===== src/rtl/i2s_adc_capture.sv =====
// I2S / left-justified ADC capture: synchronizes the codec serial lines into clk,
// deserializes one slot word at a time and writes selected PCM samples to a FIFO.
module i2s_adc_capture #(
  parameter int unsigned DATA_WIDTH  = 16,
  parameter int unsigned I2S_MODE    = 1,
  parameter int unsigned CHANNEL_SEL = 0
) (
  input  logic                  clk,
  input  logic                  rst,
  input  logic                  i_enable,
  input  logic                  i_aud_bclk,
  input  logic                  i_aud_adclrck,
  input  logic                  i_aud_adcdat,
  input  logic                  i_fifo_full,
  input  logic                  i_clear_ovf,
  output logic [DATA_WIDTH-1:0] o_sample_data,
  output logic                  o_sample_wr,
  output logic                  o_overflow,
  output logic [15:0]           o_overflow_cnt
);

  localparam int unsigned CW = $clog2(DATA_WIDTH + 1);

  typedef enum logic [1:0] {S_IDLE, S_START, S_SHIFT, S_HOLD} state_t;

  state_t                r_state, w_state_nxt, w_state_eff;
  logic [2:0]            r_bclk_sync, r_lrck_sync;
  logic [1:0]            r_dat_sync;
  logic                  w_bclk_rise, w_lrck_fall, w_lrck_rise, w_bit;
  logic                  r_slot, w_slot_nxt;
  logic [CW-1:0]         r_bit_cnt, w_bit_cnt_nxt;
  logic [DATA_WIDTH-1:0] r_shreg, w_shreg_nxt;
  logic [DATA_WIDTH-1:0] r_left, r_pend_word, r_hold, w_emit_word;
  logic [DATA_WIDTH:0]   w_sum;
  logic                  r_left_valid, w_take_bit, w_latch, w_emit;
  logic                  r_pend, w_wr, w_drop;
  logic                  r_ovf;
  logic [15:0]           r_ovf_cnt;

  always_ff @(posedge clk or posedge rst) begin
    if (rst) begin
      r_bclk_sync <= '0;
      r_lrck_sync <= '0;
      r_dat_sync  <= '0;
    end else begin
      r_bclk_sync <= {r_bclk_sync[1:0], i_aud_bclk};
      r_lrck_sync <= {r_lrck_sync[1:0], i_aud_adclrck};
      r_dat_sync  <= {r_dat_sync[0], i_aud_adcdat};
    end
  end

  assign w_bclk_rise = r_bclk_sync[1] & ~r_bclk_sync[2];
  assign w_lrck_rise = r_lrck_sync[1] & ~r_lrck_sync[2];
  assign w_lrck_fall = ~r_lrck_sync[1] & r_lrck_sync[2];
  assign w_bit       = r_dat_sync[1];

  // An LRCK edge is applied first (w_state_eff), so a coincident BCLK rise
  // is handled as part of the freshly started slot.
  always_comb begin
    w_state_eff   = r_state;
    w_state_nxt   = r_state;
    w_slot_nxt    = r_slot;
    w_bit_cnt_nxt = r_bit_cnt;
    w_shreg_nxt   = r_shreg;
    w_take_bit    = 1'b0;
    w_latch       = 1'b0;
    if (!i_enable) begin
      w_state_nxt   = S_IDLE;
      w_bit_cnt_nxt = '0;
      w_shreg_nxt   = '0;
    end else begin
      if ((r_state == S_IDLE) ? w_lrck_fall : (w_lrck_fall | w_lrck_rise)) begin
        w_state_eff   = S_START;
        w_slot_nxt    = w_lrck_rise;
        w_bit_cnt_nxt = '0;
        w_shreg_nxt   = '0;
      end
      w_state_nxt = w_state_eff;
      case (w_state_eff)
        S_START: begin
          if (I2S_MODE == 0) begin
            w_state_nxt = S_SHIFT;
            w_take_bit  = w_bclk_rise;
          end else if (w_bclk_rise) begin
            w_state_nxt = S_SHIFT;
          end
        end
        S_SHIFT: w_take_bit = w_bclk_rise;
        default: ;
      endcase
      if (w_take_bit) begin
        w_shreg_nxt   = {w_shreg_nxt[DATA_WIDTH-2:0], w_bit};
        w_bit_cnt_nxt = w_bit_cnt_nxt + CW'(1);
        if (w_bit_cnt_nxt == CW'(DATA_WIDTH)) begin
          w_latch     = 1'b1;
          w_state_nxt = S_HOLD;
        end
      end
    end
  end

  assign w_sum = {r_left[DATA_WIDTH-1], r_left} + {w_shreg_nxt[DATA_WIDTH-1], w_shreg_nxt};

  always_comb begin
    w_emit      = 1'b0;
    w_emit_word = w_shreg_nxt;
    if (CHANNEL_SEL == 2) begin
      w_emit      = w_latch & w_slot_nxt & r_left_valid;
      w_emit_word = w_sum[DATA_WIDTH:1];
    end else if (CHANNEL_SEL == 1) begin
      w_emit = w_latch & w_slot_nxt;
    end else begin
      w_emit = w_latch & ~w_slot_nxt;
    end
  end

  always_ff @(posedge clk or posedge rst) begin
    if (rst) begin
      r_state      <= S_IDLE;
      r_slot       <= 1'b0;
      r_bit_cnt    <= '0;
      r_shreg      <= '0;
      r_left       <= '0;
      r_left_valid <= 1'b0;
      r_pend       <= 1'b0;
      r_pend_word  <= '0;
    end else begin
      r_state   <= w_state_nxt;
      r_slot    <= w_slot_nxt;
      r_bit_cnt <= w_bit_cnt_nxt;
      r_shreg   <= w_shreg_nxt;
      r_pend    <= w_emit;
      if (w_emit)
        r_pend_word <= w_emit_word;
      if (w_latch && !w_slot_nxt)
        r_left <= w_shreg_nxt;
      if (!i_enable)
        r_left_valid <= 1'b0;
      else if (w_latch && !w_slot_nxt)
        r_left_valid <= 1'b1;
      else if (w_lrck_fall || w_emit)
        r_left_valid <= 1'b0;
    end
  end

  // fifo_full is looked at in the strobe cycle itself, hence the pending stage.
  assign w_wr   = r_pend & ~i_fifo_full;
  assign w_drop = r_pend & i_fifo_full;

  always_ff @(posedge clk or posedge rst) begin
    if (rst) begin
      r_hold    <= '0;
      r_ovf     <= 1'b0;
      r_ovf_cnt <= '0;
    end else begin
      if (w_wr)
        r_hold <= r_pend_word;
      if (w_drop) begin
        r_ovf     <= 1'b1;
        r_ovf_cnt <= i_clear_ovf ? 16'd1 : ((&r_ovf_cnt) ? r_ovf_cnt : r_ovf_cnt + 16'd1);
      end else if (i_clear_ovf) begin
        r_ovf     <= 1'b0;
        r_ovf_cnt <= '0;
      end
    end
  end

  assign o_sample_wr    = w_wr;
  assign o_sample_data  = w_wr ? r_pend_word : r_hold;
  assign o_overflow     = r_ovf;
  assign o_overflow_cnt = r_ovf_cnt;

endmodule


===== config.mk =====
export PLATFORM = sky130hd
export DESIGN_NAME = i2s_adc_capture
export DESIGN_NICKNAME = d
export VERILOG_FILES = /design/src/rtl/i2s_adc_capture.sv
export SDC_FILE = /design/constraint.sdc
export NUM_CORES = 1
export LEC_CHECK = 0
export CAP_MARGIN = 20
export CORE_ASPECT_RATIO = 0.5
export CORE_MARGIN = 1.5
export CORE_UTILIZATION = 40
export DETAILED_ROUTE_END_ITERATION = 10
export GPL_ROUTABILITY_DRIVEN = 0
export GPL_TIMING_DRIVEN = 0
export HOLD_SLACK_MARGIN = 0.05
export PLACE_DENSITY_LB_ADDON = 0.08
export REMOVE_ABC_BUFFERS = 1
export SLEW_MARGIN = 20
export SYNTH_ARGS = -nofsm -noshare
export SYNTH_HDL_FRONTEND = slang
export SYNTH_SLANG_ARGS = --single-unit

===== constraint.sdc =====
create_clock -name clk -period 2.9 [get_ports clk]
set_input_delay 0.58 -clock clk [delete_from_list [all_inputs] [get_ports clk]]
set_output_delay 0.58 -clock clk [all_outputs]
set_load 0.01 [all_outputs]

==> results.json, run 1 <==
{
  "fin_crit_sh_pct": 91.0,
  "clkTransAtPathRegs_ns": 0.07,
  "drcViolationCount": 0,
  "antenna_found_initial": 0,
  "die-area_sq_mm": 0.00966,
  "dp_cells": 460,
  "cp-start-kind": "primary input",
  "cp.arrival_ns": 2.06,
  "ir_worst_vdd_mv": 0.331,
  "cap_violations": 0,
  "worst_slew_margin_rel_pct": 40.5,
  "synth_warnings": 0,
  "hold_buffers": 0,
  "final.setup.tns_ns": 0,
  "htree_levels": 3,
  "drive_gt1_share_pct": 14.1,
  "cp.required_ns": 2.32,
  "vias": 2577,
  "clockBufferDepth": 2,
  "portBuffers": 41,
  "clock-sinks": 82,
  "grt_pass1_wl_um": 12500,
  "diodes": 0,
  "rsz0062_at_grt": "false",
  "syn_to_final_growth_pct": 25.7,
  "crit_slowest_cell": "clkdlybuf4s50_1",
  "fmax_mhz": 379,
  "globalRoute.totalOverflow": 0,
  "dp_hpwl_um": 4830,
  "clkPwrFrac_pct": 50.3,
  "clock_latency_ns": 0.34,
  "power.switching_mw": 0.574,
  "cp_max_fo": 7,
  "report.final.slew_viol_count": 0,
  "num-nets-final": 368,
  "period_needed_ns": 2.64,
  "first_pass_iters": 4,
  "finalSetupViolations": 0,
  "die_x_um": 138,
  "rows": 24,
  "root_buffer": "clkbuf_16",
  "final_cells": 478,
  "power_frac_seq_pct": 46.1,
  "clock_skew_ns": 0.00601,
  "routed_via_density": 5.39,
  "synth.distinct_cells": 48,
  "core-area_sq_mm": 0.00874,
  "chipHeight_um": 70.3,
  "grt_pass1_vias": 2567,
  "totalWireLength_um": 7150,
  "crit_cells": 5,
  "synth_cells": 310,
  "crit_path_cell_trace": "dlygate4sd2_1, nor2b_4, buf_4, mux2_2, clkdlybuf4s50_1",
  "finalHoldViolCount": 0,
  "p_int_mw": 1.96,
  "whs_path_depth": 0,
  "powerDensity_mw_per_mm2": 556,
  "switching_share_pct": 22.7,
  "cts_buffers": 9,
  "pin_count": 42,
  "end_kind": "output port",
  "max_slew.worst_pin.slew_ns": 0.887,
  "synth_ff_type": "dfrtp_1",
  "synthArstFlopShare_pct": 100,
  "drtAntennaViolNets": 0,
  "drt_iter0_drc": 94,
  "power.leakage_nw": 1.94,
  "wl_per_cell_um": 15.0,
  "path_class": "in -> out",
  "syn_area_per_cell_sq_um": 11.7,
  "grt.total_usage_pct": 16.9,
  "crit_path_max_incr_delay_ns": 0.49,
  "min_path_type": "reg -> reg",
  "pwr-share-comb_pct": 3.6,
  "synth_edf_count": 0,
  "grt_start_max_net_pins": 56,
  "ys_seq_area_share_pct": 56.7,
  "ys_ff_latch": 82,
  "hold_ws_ns": 0.350,
  "initial_utilization_pct": 41.4,
  "cts_tree": "yes",
  "ff2ff_path_depth": 11,
  "path_delay_family": "buffers and inverters",
  "cp_num_buf_inv": 3,
  "status": "completed",
  "synthesis.area_sq_mm": 0.00362
}
cell usage in the layout (no fill, tap or decap), drive strengths merged, types with 2 or more instances in the layout:
| cell type | netlist | final |
|---|---|---|
| a21boi | 3 | 3 |
| a21oi | 13 | 13 |
| a22oi | 16 | 16 |
| a31o | 2 | 2 |
| and2 | 2 | 2 |
| and3 | 3 | 3 |
| and4 | 4 | 4 |
| buf | 5 | 8 |
| bufinv | 0 | 2 |
| clkbuf | 9 | 9 |
| clkdlybuf4s50 | 0 | 40 |
| dfrtp | 82 | 82 |
| ha | 4 | 4 |
| inv | 27 | 31 |
| mux2 | 17 | 17 |
| mux2i | 18 | 18 |
| nand2 | 5 | 5 |
| nand2b | 3 | 3 |
| nand3 | 11 | 11 |
| nand4 | 4 | 4 |
| nand4b | 2 | 2 |
| nor2 | 4 | 4 |
| nor2b | 21 | 21 |
| nor3 | 7 | 7 |
| nor4 | 2 | 2 |
| nor4b | 2 | 2 |
| o211ai | 2 | 2 |
| o21a | 2 | 2 |
| o21ai | 11 | 11 |
| o31ai | 7 | 7 |
| or3 | 3 | 3 |
| or4 | 7 | 7 |
| xnor2 | 2 | 2 |
worst paths after layout:
kind / slack [ns] / from / endpoint
max: 0.26 / i_fifo_full / o_sample_data[15]
min: 0.35 / r_lrck_sync[0]$_DFF_PP0_ / r_lrck_sync[1]$_DFF_PP0_
max reg2reg: 0.36 / r_lrck_sync[1]$_DFF_PP0_ / r_pend_word[8]$_DFFE_PP0P_
min reg2reg: 0.35 / r_lrck_sync[0]$_DFF_PP0_ / r_lrck_sync[1]$_DFF_PP0_
max in group asynchronous: 1.74 / rst / r_state[0]$_DFF_PP0_
min in group asynchronous: 0.57 / rst / o_overflow_cnt[13]$_DFFE_PP0P_
through the flow:
step | utilization (%) | power, mW | cell area [sq um] | worst slack, ns
2_1_floorplan | - | 1.24 | 3550 | -1.35
3_3_place_gp | 47.0 | 1.27 | 4110 | -2.95
3_5_place_dp | 48.0 | 1.28 | 4190 | -0.301
4_1_cts | 51.9 | 2.57 | 4530 | 0.0810
5_1_grt | 52.1 | 2.63 | 4550 | 0.0692
6_report | 52.1 | 2.53 | 4550 | 0.262
worst register-to-register path: stages (launching register included):
cell and delay (ns):
dfrtp_1 0.37, inv_1 0.05, ha_1 0.34, o21a_1 0.20
o21ai_0 0.12, inv_1 0.08, ha_1 0.21, nand3_1 0.15
nor4b_4 0.33, buf_4 0.20, buf_2 0.23, mux2i_1 0.20
power groups by stage:
stage / sequential, mW / combinational, mW / clock [mW]
global route: 1.17 / 0.104 / 1.36
floorplan: 1.18 / 0.0526 / 0
finish: 1.17 / 0.0906 / 1.27
CTS: 1.17 / 0.0927 / 1.31
global placement: 1.19 / 0.0850 / 0
detailed placement: 1.19 / 0.0930 / 0
sequential cells by signal, indices dropped and copies added, names as in the netlist:
signal          cells
r_dat_sync          2
r_pend_word        16
r_shreg            16
r_state             2
r_pend              1
r_slot              1
r_hold             16
r_bit_cnt           5
o_overflow_cnt     16
o_overflow          1
r_bclk_sync         3
r_lrck_sync         3
cell families (layout without fill, tap and decap cells):
group	after synthesis	after routing	share of synthesized area, %
simple gates	82	82	14.6
xor+xnor	2	2	0.484
flops	82	82	56.7
compound gates	64	64	11.9
fa+ha+maj	4	4	1.38
mux	35	35	10.3
buf+inv	41	92	4.63
layer usage:
layer  track usage [%]  wire [um]  share of wire [%]  up-vias
li1                  -          -                  -     1218
met1              22.0       3350                 47     1286
met2              25.6       3270                 46       55
met3              6.25        355                5.0       18
met4              7.13        178                2.5        0
met5                 0          0                  0        -
cells in the mapped netlist, types with 4 or more instances:
master    instances  area [sq um]
a21oi_1          13          65.1
a22oi_1          16           120
and4_1            4          35.0
clkbuf_1          9          33.8
dfrtp_1          82          2050
ha_1              4          50.1
inv_1            27           101
mux2_2           17           191
mux2i_1          18           180
nand2_1           5          18.8
nand3_1          10          50.1
nand4_1           4          25.0
nor2_1            4          15.0
nor2b_1          21           131
nor3_1            6          30.0
o21ai_0          10          50.1
o31ai_1           7          52.6
or4_1             7          52.6
area by class of cell:
class                           count  area [sq um]
Clock inverter                      7           106
Timing Repair Buffer               49           488
Fill cell                         764          4190
Multi-Input combinational cell    187          1430
Inverter                           27           104
Clock buffer                        9           225
Tap cell                          117           146
Sequential cell                    82          2050
what timing repair did:
action | in CTS | in global routing
setup buffers | 1 | 1
pin swaps | 0 | 1
setup endpoints to repair | 17 | 6
gates resized for setup | 2 | 1
hold endpoints to repair | 0 | 0
No activity file was read; power rests on OpenSTA's default activity.
==> run 2: changes to the inputs <==
Clock period 2.9 ns to 2.1 ns, I/O delays scaled along.
==> results.json, run 2 (same netlist as run 1, synthesis figures left out) <==
{
  "cap_violations": 0,
  "drtAntennaViolNets": 0,
  "first_pass_iters": 4,
  "pin_count": 42,
  "vias": 2651,
  "diodes": 0,
  "clock_latency_ns": 0.34,
  "cp.required_ns": 2.36,
  "cp-start-kind": "flip-flop",
  "cp_max_fo": 6,
  "worstHoldStart": "r_lrck_sync[0]$_DFF_PP0_",
  "clock-sinks": 82,
  "drive_gt1_share_pct": 25.5,
  "total_power_mw": 3.52,
  "fin_crit_sh_pct": 101,
  "clockBufferDepth": 2,
  "htree_levels": 3,
  "worst_slew_margin_rel_pct": 51.3,
  "max_slew.worst_pin.slew_ns": 0.729,
  "min_path_type": "reg -> reg",
  "final_common_cell": "dfrtp_1",
  "dp_hpwl_um": 4830,
  "rows": 24,
  "initial_utilization_pct": 41.4,
  "drt_iter0_drc": 91,
  "antenna_found_initial": 0,
  "r2r-start": "r_lrck_sync[2]$_DFF_PP0_",
  "final_cell_mix": "82 x dfrtp_1, 25 x inv_1, 23 x buf_4, 22 x clkdlybuf4s50_1, 20 x nor2b_1",
  "cp.arrival_ns": 2.38,
  "pre_cts_slack_ns": -0.899,
  "period_needed_ns": 2.12,
  "totalWireLength_um": 7510,
  "cts_tree": "yes",
  "crit_path_start": "r_lrck_sync[2]$_DFF_PP0_",
  "powerDensity_mw_per_mm2": 740,
  "grt.total_usage_pct": 17.5,
  "finalWorstSetupSlack_ns": -0.0223,
  "core-area_sq_mm": 0.00874,
  "grt_start_max_net_pins": 56,
  "cts_buffers": 9,
  "num-nets-final": 391,
  "failed_checks": "negative setup slack",
  "rsz0062_at_grt": "true",
  "clock_skew_ns": 0.00520,
  "routed_via_density": 5.29,
  "power.leakage_nw": 2.11,
  "rrSetupSlack_ns": -0.02,
  "fmax_mhz": 471,
  "crit_path_end": "r_pend_word[8]$_DFFE_PP0P_",
  "globalRoute.totalOverflow": 0,
  "status": "finished, violations left",
  "syn_to_final_growth_pct": 31.3,
  "chipHeight_um": 70.3,
  "drcViolationCount": 0,
  "finalHoldViolCount": 0,
  "clkTransAtPathRegs_ns": 0.07,
  "report.final.slew_viol_count": 0,
  "worst_r2r_endpoint": "r_pend_word[8]$_DFFE_PP0P_",
  "path_class": "reg -> reg",
  "ir_worst_vdd_mv": 0.450,
  "die_x_um": 138,
  "grt_pass1_wl_um": 12900,
  "root_buffer": "clkbuf_16",
  "hold_buffers": 0,
  "portBuffers": 41,
  "ff2ff_path_depth": 9,
  "die-area_sq_mm": 0.00966,
  "wl_per_cell_um": 15.0,
  "end_kind": "flip-flop",
  "finalSetupViolations": 7,
  "grt_pass1_vias": 2673
}
==> run 2: critical path: stages, from the launching register on <==
cell and delay (ns):
dfrtp_1 0.41, ha_4 0.29, o21a_1 0.18, buf_4 0.14, buf_4 0.09, o21ai_1 0.11, nor4b_4 0.33, buf_4 0.18
buf_6 0.13, mux2i_1 0.18
==> run 2: what timing repair did <==
item / 4_1_cts / 5_1_grt
gates cloned: 0 / 1
setup endpoints to repair: 45 / 52
setup buffers: 13 / 11
pin swaps: 3 / 4
resized for setup: 38 / 37
==> run 2: final cells by class <==
cell class / instances / area (sq um)
fillers: 750 / 3990
flip-flops and latches: 82 / 2050
multi-input cells: 187 / 1490
repair buffers: 72 / 629
clock buffers: 9 / 225
well taps: 117 / 146
clock inverters: 7 / 106
inverters: 27 / 104
==> run 2: stage by stage <==
step	setup TNS [ns]	instance area, sq um	util (%)	hold WS, ns	std cells
4_1_cts	-0.342	4680	53.6	0.352	489
2_1_floorplan	-77.38	3550	-	0.331	296
5_1_grt	-1.85	4750	54.4	0.363	501
3_3_place_gp	-257.30	4110	47.0	0.333	454
3_5_place_dp	-26.27	4190	48.0	0.336	460
6_report	-0.0579	4750	54.4	0.350	501
==> run 2: power breakdown <==
group          switching, mW  internal [mW]  leakage (nW)
logic                 0.0926         0.0585         0.907
clock network          0.689           1.06         0.163
registers             0.0199           1.59          1.04
==> run 2: routing by layer <==
metal | routed length (um) | vias to the layer above | global-route usage, % | share of wire, %
met5 | 0 | - | 0 | 0
met2 | 3550 | 56 | 27.8 | 47
met1 | 3470 | 1312 | 22.2 | 46
met3 | 345 | 16 | 5.88 | 4.6
li1 | - | 1267 | - | -
met4 | 148 | 0 | 6.78 | 2.0
==> run 2: worst min-delay path by stage <==
stage	cells after the start	endpoint	slack [ns]
6_report	0	r_lrck_sync[1]$_DFF_PP0_	0.35
2_1_floorplan	0	r_bclk_sync[1]$_DFF_PP0_	0.33
3_3_place_gp	0	r_dat_sync[1]$_DFF_PP0_	0.33
4_1_cts	0	r_lrck_sync[1]$_DFF_PP0_	0.35
5_1_grt	0	r_lrck_sync[1]$_DFF_PP0_	0.36
3_5_place_dp	0	r_lrck_sync[1]$_DFF_PP0_	0.34
